File: src/rtl/ctrl_seq_pkg.sv
// Shared types and field positions for control_sequencer.
// Microinstruction layout: [17:16] opcode, [15:0] control word or branch/call operands.
package ctrl_seq_pkg;

  typedef enum logic [2:0] {
    ST_IDLE   = 3'd0,
    ST_FETCH  = 3'd1,
    ST_DECODE = 3'd2,
    ST_EXEC   = 3'd3,
    ST_HALTED = 3'd4
  } state_e;

  typedef enum logic [1:0] {
    OP_EXEC    = 2'b00,
    OP_BRANCH  = 2'b01,
    OP_HALT    = 2'b10,
    OP_CALLRET = 2'b11
  } opcode_e;

  localparam int CW_W         = 16;
  localparam int CW_SRC_A_LSB = 12;
  localparam int CW_SRC_B_LSB = 8;
  localparam int CW_WE_BIT    = 7;
  localparam int CW_ALU_LSB   = 3;
  localparam int CW_SHF_LSB   = 0;

  localparam int IR_OP_MSB    = 17;
  localparam int IR_OP_LSB    = 16;
  localparam int IR_RET_BIT   = 15;
  localparam int IR_POL_BIT   = 12;
  localparam int IR_MASK_MSB  = 11;
  localparam int IR_MASK_LSB  = 8;

  localparam int FLAG_V = 3;
  localparam int FLAG_N = 2;
  localparam int FLAG_Z = 1;
  localparam int FLAG_C = 0;

  function automatic opcode_e ir_opcode(input logic [17:0] word);
    return opcode_e'(word[IR_OP_MSB:IR_OP_LSB]);
  endfunction

  // Builds a datapath control word from its individual fields.
  function automatic logic [CW_W-1:0] pack_cw(input logic [3:0] src_a, input logic [3:0] src_b,
                                              input logic we, input logic [3:0] alu,
                                              input logic [2:0] shf);
    logic [CW_W-1:0] cw;
    cw = '0;
    cw[CW_SRC_A_LSB +: 4] = src_a;
    cw[CW_SRC_B_LSB +: 4] = src_b;
    cw[CW_WE_BIT]         = we;
    cw[CW_ALU_LSB +: 4]   = alu;
    cw[CW_SHF_LSB +: 3]   = shf;
    return cw;
  endfunction

endpackage

File: src/rtl/control_sequencer_branch_cond.sv
// Branch condition: taken when any masked flag is set, inverted by the polarity bit.
// Mask 0 with polarity 1 is an unconditional jump; mask 0 with polarity 0 never branches.
module branch_cond
  import ctrl_seq_pkg::*;
(
  input  logic [3:0] flags,
  input  logic [3:0] mask,
  input  logic       pol,
  output logic       taken
);

  logic [3:0] hit;

  assign hit[FLAG_V] = flags[FLAG_V] & mask[FLAG_V];
  assign hit[FLAG_N] = flags[FLAG_N] & mask[FLAG_N];
  assign hit[FLAG_Z] = flags[FLAG_Z] & mask[FLAG_Z];
  assign hit[FLAG_C] = flags[FLAG_C] & mask[FLAG_C];

  assign taken = (|hit) ^ pol;

endmodule

File: src/rtl/control_sequencer.sv
// Microprogram sequencer for the register-file/ALU/shifter datapath.
// Define CTRL_SEQ_CALL_EN to enable CALL/RET with a one-entry return register (opcode 11 is a NOP otherwise).
module control_sequencer
  import ctrl_seq_pkg::*;
#(
  parameter int AW = 6,
  parameter int IW = 18
) (
  input  logic          clk,
  input  logic          reset,
  input  logic          start,
  output logic [AW-1:0] prog_addr,
  input  logic [IW-1:0] prog_data,
  input  logic [3:0]    stateBits,
  output logic [15:0]   ctrl_word,
  output logic          busy,
  output logic          halted,
  output logic [3:0]    flags
);

  state_e        state;
  logic [AW-1:0] pc;
  logic [IW-1:0] ir;
`ifdef CTRL_SEQ_CALL_EN
  logic [AW-1:0] ret;
`endif

  logic [AW-1:0] pc_inc;
  logic [AW-1:0] dec_pc;
  logic [AW-1:0] dec_target;
  opcode_e       dec_op;
  logic          br_taken;

  // pc wraps modulo 2**AW through natural truncation.
  assign pc_inc     = pc + AW'(1);
  assign dec_op     = ir_opcode(prog_data);
  assign dec_target = prog_data[AW-1:0];

  // flags is the latched register, so a branch right after an EXEC already sees its result.
  branch_cond u_branch_cond (
    .flags (flags),
    .mask  (prog_data[IR_MASK_MSB:IR_MASK_LSB]),
    .pol   (prog_data[IR_POL_BIT]),
    .taken (br_taken)
  );

  // NOTE: every path assigns dec_pc first, so this block cannot infer a latch.
  always_comb begin
    dec_pc = pc_inc;
    case (dec_op)
      OP_BRANCH: if (br_taken) dec_pc = dec_target;
`ifdef CTRL_SEQ_CALL_EN
      OP_CALLRET: dec_pc = prog_data[IR_RET_BIT] ? ret : dec_target;
`endif
      default: ;
    endcase
  end

  // Only registered state and ir feed ctrl_word; nothing outside EXEC can cause a write.
  assign ctrl_word = (state == ST_EXEC && ir_opcode(ir) == OP_EXEC) ? ir[CW_W-1:0] : '0;

  // NOTE: sequential state uses non-blocking assignments so all registers update together at the edge.
  always_ff @(posedge clk) begin
    if (reset) begin
      state     <= ST_IDLE;
      pc        <= '0;
      ir        <= '0;
      prog_addr <= '0;
      flags     <= '0;
      busy      <= 1'b0;
      halted    <= 1'b0;
`ifdef CTRL_SEQ_CALL_EN
      ret       <= '0;
`endif
    end else begin
      case (state)
        ST_IDLE, ST_HALTED: begin
          if (start) begin
            state     <= ST_FETCH;
            pc        <= '0;
            prog_addr <= '0;
            busy      <= 1'b1;
            halted    <= 1'b0;
          end
        end

        // prog_addr already holds pc; the memory returns the word during DECODE.
        ST_FETCH: state <= ST_DECODE;

        ST_DECODE: begin
          ir <= prog_data;
          case (dec_op)
            OP_EXEC: state <= ST_EXEC;
            OP_HALT: begin
              state  <= ST_HALTED;
              busy   <= 1'b0;
              halted <= 1'b1;
            end
            default: begin
              pc        <= dec_pc;
              prog_addr <= dec_pc;
              state     <= ST_FETCH;
`ifdef CTRL_SEQ_CALL_EN
              if (dec_op == OP_CALLRET && !prog_data[IR_RET_BIT]) ret <= pc_inc;
`endif
            end
          endcase
        end

        ST_EXEC: begin
          flags     <= stateBits;
          pc        <= pc_inc;
          prog_addr <= pc_inc;
          state     <= ST_FETCH;
        end

        default: begin
          state  <= ST_IDLE;
          busy   <= 1'b0;
          halted <= 1'b0;
        end
      endcase
    end
  end

endmodule

File: config.mk
export PLATFORM = sky130hd
export DESIGN_NAME = control_sequencer
export DESIGN_NICKNAME = d
export VERILOG_FILES = /design/src/rtl/ctrl_seq_pkg.sv /design/src/rtl/control_sequencer_branch_cond.sv /design/src/rtl/control_sequencer.sv
export SDC_FILE = /design/constraint.sdc
export NUM_CORES = 1
export LEC_CHECK = 0
export ABC_AREA = 0
export BUFFER_PORTS_ARGS = -buffer_cell sky130_fd_sc_hd__buf_4
export CORE_UTILIZATION = 40
export CTS_CLUSTER_DIAMETER = 40
export CTS_CLUSTER_SIZE = 20
export DETAILED_ROUTE_END_ITERATION = 6
export GPL_TIMING_DRIVEN = 0
export PLACE_DENSITY_LB_ADDON = 0.25
export SETUP_SLACK_MARGIN = 0.2
export SLEW_MARGIN = 25
export SYNTH_ARGS = -nofsm -noshare
export SYNTH_HDL_FRONTEND = slang
export SYNTH_SLANG_ARGS = --single-unit
File: constraint.sdc
create_clock -name clk -period 1.84 [get_ports clk]
set_input_delay 0.276 -clock clk [delete_from_list [all_inputs] [get_ports clk]]
set_output_delay 0.276 -clock clk [all_outputs]
set_load 0.05 [all_outputs]
---- Word-level counts from Yosys, hierarchy flattened ----
Cells that the tools add are included.
Widths: inputs -> output; s select.
storage, ports and cells
  register bits after elaboration ......... 33
  bits of input ports ..................... 25
  output and inout port bits .............. 28
  word-level logic and storage cells ...... 48
cells by class
  $add $sub $neg .......................... 1
  eq/ne operators ......................... 9
  multiplexer cells ....................... 15
  bitwise gates (word level) .............. 6
  reductions and logical operators ........ 11
operators by type and width
  cell                 number
  $mux 6               4
  $pmux 6 s3           1
  $mux 16              1
  $pmux 3 s4           1
  $add 6x1->6 const B  1
  $eq 3x2->1 const B   2
  $ne 2x2->1 const B   3
  $pmux 1 s3           2
  $pmux 3 s2           1
  $reduce_and 3->1     2
  $reduce_or 2->1      3
  $and 1x1->1          4
  $logic_not 2->1      2
  $mux 1               4
  $reduce_or 4->1      1
  $eq 3x1->1 const B   1
  $eq 3x3->1 const B   1
  $logic_not 3->1      1
  $mux 3               1
  $reduce_bool 3->1    1
  $eq 2x1->1 const B   1
  $eq 2x2->1 const B   1
  $logic_and 1x1->1    1
  $not 1->1            1
  $xor 1x1->1          1

---- Depth between registers and ports, before layout ----
Gate-level depths: netlist of the first run.
  word-level depth ........................ 7
  mapped depth ............................ 6
  mapped depth without buffers ............ 6

---- Hierarchy ----
From an unflattened synthesis of the first run, not the netlist that was laid out.
unflattened totals
  cell total of the unflattened synthesis .. 195
  area, all modules ....................... 1,555.2 sq um
modules (own cells, without submodules)
  module             times used  cells an instance  area an instance (sq um)  sequential area each (sq um)
  control_sequencer  1           192                1,522.7                   660.6
  branch_cond        1           3                  32.5                      0.0

---- Least setup slack after synthesis of the first run ----
No wires, ideal clock.
  path type ............................... register -> output
  start ................................... reg state[1]
  end ..................................... out ctrl_word[10]
  arrival ................................. 1,685 ps
  data required time ...................... 1,564 ps
  setup slack ............................. -121 ps
  cell stages (with the launch flop) ...... 6
  path buffers ............................ 1
  cells stage by stage .................... dfxtp_1 > and2b_1 > nand2_2 > nor3_2 > clkbuf_1 > and2_1
on the way
  cells in the longest elaborated chain, start to end .. 3
ends and longest elaborated chain
  what                    line                     text
  from (decl)             control_sequencer.sv:21  state_e state;
  from (signal assigned)  control_sequencer.sv:65  state <= ST_IDLE;
  from (signal assigned)  control_sequencer.sv:79  state <= ST_FETCH;
  from (signal assigned)  control_sequencer.sv:88  ST_FETCH: state <= ST_DECODE;
  $eq 3x2->1              control_sequencer.sv:60  assign ctrl_word = (state == ST_EXEC && ir_opcode(ir) == OP_EXEC) ? ir[CW_W-1:0] : '0;
  $logic_and 1x1->1       control_sequencer.sv:60
  $mux 16                 control_sequencer.sv:60
  to (decl)               control_sequencer.sv:15  output logic [15:0] ctrl_word,
Every way passes these cells.

---- Final worst setup path of the first run ----
  start ................................... reg state[2]
  end ..................................... out ctrl_word[11]
The elaborated chain is that of the path after synthesis.

==> results.json, run 1 <==
{
  "worst_slew_pin_slew_ps": 605.1,
  "multiInputGateArea_um2": 1036,
  "synth_most_common_cell": "nand2_1",
  "synth-simple-area-share": 0.3203,
  "dp_slack_ps": -98.06,
  "synth_cell_types": 45,
  "setup_violations": 16,
  "grt_max_degree": 11,
  "fillCellCount": 355,
  "num_vias": 1745,
  "cts-hold-fix-buffers": 0,
  "rsz0062_at_grt": "true",
  "drv_slew": 0,
  "wl_per_cell_um": 13.49,
  "drtAntennaViolNets": 0,
  "fmax_mhz": 528.5,
  "placement_rows": 23,
  "violations": "setup timing",
  "place_area_um2": 2180,
  "root_buffer": "clkbuf_8",
  "die_h_um": 66.57,
  "whs_path_depth": 2,
  "required_ps": 1560,
  "nets": 304,
  "avgSynthCellArea_um2": 8.019,
  "routed_via_density": 5.304,
  "critPathLaunchType": "register",
  "worstPathArrival_ps": 1620,
  "synth_edf_count": 0,
  "drc_errors": 0,
  "r2r_cells": 5,
  "cts_tree": "yes",
  "grt_pass1_vias": 1621,
  "ys_ff_latch": 33,
  "place_congestion": 0.8333,
  "cts_buffer_depth": 2,
  "peakVddDrop_mv": 0.5043,
  "synth-compound-area-share": 0.2123,
  "die_x_um": 66.57,
  "setup_tns_ps": -563.7,
  "ys_top_cells_by_count": "nand2_1, dfxtp_1, a21oi_1",
  "cts_buffers": 5,
  "async_flop_share": 0,
  "max-cap-violations": 0,
  "period_needed_ps": 1892,
  "synth_top_family_by_area": "simple AND/OR/NAND/NOR gates",
  "ys_warn_count": 0,
  "drt_wl_total_um": 4438,
  "grt_pass1_wl_um": 7348,
  "hpwl_um": 3126,
  "overflow": 0,
  "htree_num_levels": 2,
  "netlist.area_leader.share": 0.3961,
  "slew_headroom": 0.5951,
  "synth_area_leaders": "dfxtp_1, nand2_1, a21oi_1",
  "fin_ws_ps": -52.23,
  "finalCritPeriodShare": 1.028,
  "clock-sinks": 33,
  "drt_iter0_drc": 119,
  "syn_nets": 234,
  "area_growth_syn_to_layout_pct": 54.01,
  "worstPathMaxFanout": 5,
  "synthMuxAreaShare": 0.01875,
  "synth_largest_area_cell": "dfxtp_1",
  "ys_seq_area_frac": 0.3961,
  "antenna_found_initial": 0,
  "netlist_area_um2": 1668,
  "r2r_setup_slack_ps": 140,
  "synth_adder_area_share": 0.007502,
  "crit_type": "register to primary output",
  "p_leak_nw": 1.070,
  "ioPinCount": 53,
  "layout.area.seq_um2": 686.9,
  "finalClockSkew_ps": 6.049,
  "drtPass1Iterations": 4,
  "synth_xor_area_frac": 0.01575,
  "fin_area_um2": 2569,
  "portBuffers": 52,
  "track_usage": 0.2234,
  "post-route-util": 0.6422,
  "powerDensity_nw_per_um2": 667.9,
  "ys.flop_type": "dfxtp_1",
  "coreArea_um2": 4000,
  "antenna_cells": 0,
  "hold_path.class": "input pin to register",
  "fin_hold_ws_ps": 198.2,
  "drive_gt1_frac": 0.4265,
  "outcome": "finished, violations left",
  "path_clk_slew_ps": 70,
  "clk_latency_ps": 290,
  "die-area_um2": 4432,
  "netlist_instances": 208,
  "initial_core_util": 0.4170,
  "hold_violations": 0,
  "critPathCaptureType": "primary output"
}
## flip-flops by register name (all words and copies together) (netlist names)
register and count:
ir 18, pc 6, flags 4, state 3, busy 1, halted 1
## logic make-up (layout without fill, tap and decap cells)
group,count (synthesis),count (layout)
xor+xnor,3,3
simple gates,104,104
flops,33,33
fa+ha+maj,1,1
buf+inv,11,82
compound gates,53,53
mux,3,3
## path summary, 6_finish.rpt
path,endpoint,startpoint
worst max-delay path,ctrl_word[11],state[2]
worst min-delay path,pc[1],reset
worst max register to register,pc[1],state[2]
worst min register to register,ir[9],ir[9]
## metal layers
layer  global-route usage  vias up  share of wire  routed length (um)
li1                     -      860              -                   -
met1               0.2828      827           0.45                1998
met2               0.3598       53           0.49                2154
met3              0.04795        5          0.049                 219
met4              0.09840        0          0.015                  65
met5                    0        -              0                   0
## cells in the final DEF (no fill, tap or decap), drive strengths merged, types with 3 or more instances in the layout
| cell type | instances |
|---|---|
| buf | 66 |
| nand2 | 45 |
| dfxtp | 33 |
| a21oi | 28 |
| and2 | 18 |
| clkbuf | 14 |
| nor2 | 12 |
| nor3 | 7 |
| nand2b | 5 |
| o21ai | 5 |
| nand3 | 4 |
| a22oi | 3 |
## where the power goes
part	internal [mW]	switching, mW
clock	0.338	0.270
combinational	0.144	0.195
sequential	0.742	0.0271
## stage by stage
stage	cells	total power, mW
after global routing	329	1.793
final	329	1.716
after global placement	310	1.097
after floorplan	208	0.9876
after detailed placement	310	1.099
after CTS	328	1.720
## area by class of cell
cell class,count,share of cell area
sequential,33,0.2674
clock inverter,1,0.001948
timing repair buffer,63,0.2348
buffer,10,0.02923
multi-input combinational,164,0.4033
tap,50,0.02435
inverter,1,0.001461
clock buffer,7,0.03751
## worst max-delay path, stage by stage, from the launching register on
cell      delay, ps
dfxtp_4         340
and2b_2         240
nand2_4          70
nor3_4          210
clkbuf_8        200
and2_4          140
buf_8           140
## timing repair
| item | CTS | global route |
|---|---|---|
| setup endpoints to repair | 20 | 31 |
| pin swaps | 22 | 5 |
| buffers inserted | 9 | 1 |
| gates cloned | 1 | 0 |
| resized for setup | 49 | 9 |
No activity file was read; power rests on OpenSTA's default activity.
==> inputs of run 2 (changes only) <==
--- a/config.mk
+++ b/config.mk
@@ -13,6 +13,7 @@
 export DETAILED_ROUTE_END_ITERATION = 6
 export GPL_TIMING_DRIVEN = 0
 export PLACE_DENSITY_LB_ADDON = 0.25
+export REMOVE_ABC_BUFFERS = 1
 export SETUP_SLACK_MARGIN = 0.2
 export SLEW_MARGIN = 25
 export SYNTH_ARGS = -nofsm -noshare
==> results.json, run 2 (synthesis gave the netlist of run 1 again) <==
{
  "swShare": 0.2864,
  "antenna_found_initial": 0,
  "overflow": 0,
  "drc_errors": 0,
  "combPwrFrac": 0.197,
  "outcome": "finished, violations left",
  "htree_num_levels": 2,
  "regMostFlops": "ir",
  "hpwl_um": 2756,
  "slew_headroom": 0.4458,
  "finalCritPeriodShare": 1.051,
  "largest_register_ffs": 18,
  "worst_slew_pin_slew_ps": 831.4,
  "drtPass1Iterations": 4,
  "hold_violations": 0,
  "fin_ws_ps": -94.56,
  "worstPathArrival_ps": 1660,
  "clock-sinks": 33,
  "fillCellCount": 343,
  "path_buf_inv": 3,
  "post-route-util": 0.6281,
  "max-cap-violations": 0,
  "nets": 296,
  "num_vias": 1672,
  "critPathTopFamily": "simple AND/OR/NAND/NOR gates",
  "coreArea_um2": 4000,
  "worstHoldStart": "stateBits[1]",
  "drtAntennaViolNets": 0,
  "worstPathMaxFanout": 7,
  "die_x_um": 66.57,
  "grt_pass1_wl_um": 6762,
  "ioPinCount": 53,
  "powerDensity_nw_per_um2": 659.1,
  "drt_wl_total_um": 4392,
  "crit_path_start": "state[2]",
  "violations": "setup timing",
  "required_ps": 1560,
  "drv_slew": 0,
  "critPathLaunchType": "register",
  "p_switching_mw": 0.4742,
  "crit_chain": "and2b_2 -> nand2_4 -> nor3_4 -> buf_6 -> buf_16 -> and2_4 -> buf_8",
  "final_cell_count_no_fill": 320,
  "peakVddDrop_mv": 0.4669,
  "power_frac_seq": 0.471,
  "period_needed_ps": 1935,
  "cts_tree": "yes",
  "place_congestion": 0.8312,
  "mostFrequentLayoutCells": "nand2_1, buf_4, dfxtp_1",
  "cts-hold-fix-buffers": 0,
  "path_clk_slew_ps": 70,
  "fmax_mhz": 516.9,
  "slowest_stage": "dfxtp_4",
  "area_growth_syn_to_layout_pct": 50.64,
  "clkPwrFrac": 0.332,
  "antenna_cells": 0,
  "hold_path.class": "input pin to register",
  "placement_rows": 23,
  "portBuffers": 52,
  "cts_buffers": 5,
  "grt_max_degree": 33,
  "clk_latency_ps": 280,
  "crit_type": "register to primary output",
  "finalClockSkew_ps": 5.391,
  "reg.largest.list": "ir x18, pc x6, flags x4",
  "die_h_um": 66.57,
  "cp_slowest_stage_delay_ps": 340,
  "drt_iter0_drc": 99,
  "critPathCaptureType": "primary output",
  "post-place-cells": 301,
  "drive_gt1_frac": 0.4037,
  "setup_violations": 17,
  "cts_buffer_depth": 2,
  "rsz0062_at_grt": "true",
  "root_buffer": "clkbuf_8",
  "routed_via_density": 5.225,
  "internal_power_mw": 1.182,
  "p_leak_nw": 1.023,
  "wl_per_cell_um": 13.73,
  "initial_core_util": 0.4170,
  "reg2reg_from": "state[2]",
  "grt_pass1_vias": 1529,
  "track_usage": 0.2031,
  "die-area_um2": 4432
}
run 2: changes by cell type in the layout (fill, tap and decap cells not counted), moves of 2 or more:
cell | previous run | this run
clkbuf_4 | 2 | 0
clkbuf_8 | 9 | 6
buf_4 | 46 | 44
clkbuf_1 | 3 | 1
dfxtp_1 | 24 | 28
a22o_1 | 0 | 2
a22o_4 | 2 | 0
dfxtp_4 | 6 | 2
run 2: metal layers:
layer  up-vias  part of all wire  track usage  wire, um
met2        50              0.51       0.3333      2228
met4         0             0.013      0.07713        57
li1        839                 -            -         -
met1       777              0.43       0.2523      1896
met5         -                 0            0         0
met3         6             0.048      0.05137       210
run 2: what timing repair did:
action                                  4_1_cts  5_1_grt
hold endpoints to repair                      0        0
pin swaps                                    16        6
endpoints found under the setup margin       39       33
buffers inserted                             10        1
cloned                                        1        0
resized for setup                            59        6
run 2: power groups by stage:
stage | sequential, mW | clock [mW] | combinational [mW]
finish | 0.780 | 0.549 | 0.326
global route | 0.785 | 0.590 | 0.353
CTS | 0.779 | 0.561 | 0.324
detailed placement | 0.797 | 0 | 0.297
global placement | 0.796 | 0 | 0.290
floorplan | 0.836 | 0 | 0.137
run 2: path summary, 6_finish.rpt:
check / to / slack, ps / depth (start not counted)
max: ctrl_word[4] / -90 / 7
max reg2reg: pc[2] / -30 / 4
min reg2reg: ir[3] / 460 / 2
min: flags[1] / 230 / 3
run 2: area by class of cell:
class	instances	area, um^2	area share
repair buffers	65	655.6	0.2610
multi-input cells	164	1032	0.4109
flip-flops and latches	33	671.9	0.2674
clock buffers	7	86.33	0.03436
well taps	50	62.56	0.02490
inverters	1	3.754	0.001494
run 2: worst min-delay path: stages:
cell and delay, ps:
buf_4 110, nand2_1 50, a21oi_1 50
run 2: through the flow:
step / total power, mW / hold WS, ps / setup WS (ps) / instance area (um^2) / TNS [ps]
floorplan: 0.9733 / 345.1 / -167.8 / 1623 / -1823
global placement: 1.087 / 437.8 / -795.2 / 2076 / -13990
detailed placement: 1.095 / 442.1 / -481.6 / 2093 / -7860
CTS: 1.664 / 230.9 / -145.4 / 2484 / -2151
global route: 1.728 / 239.8 / -181.3 / 2512 / -2828
finish: 1.656 / 233.5 / -94.56 / 2512 / -1367
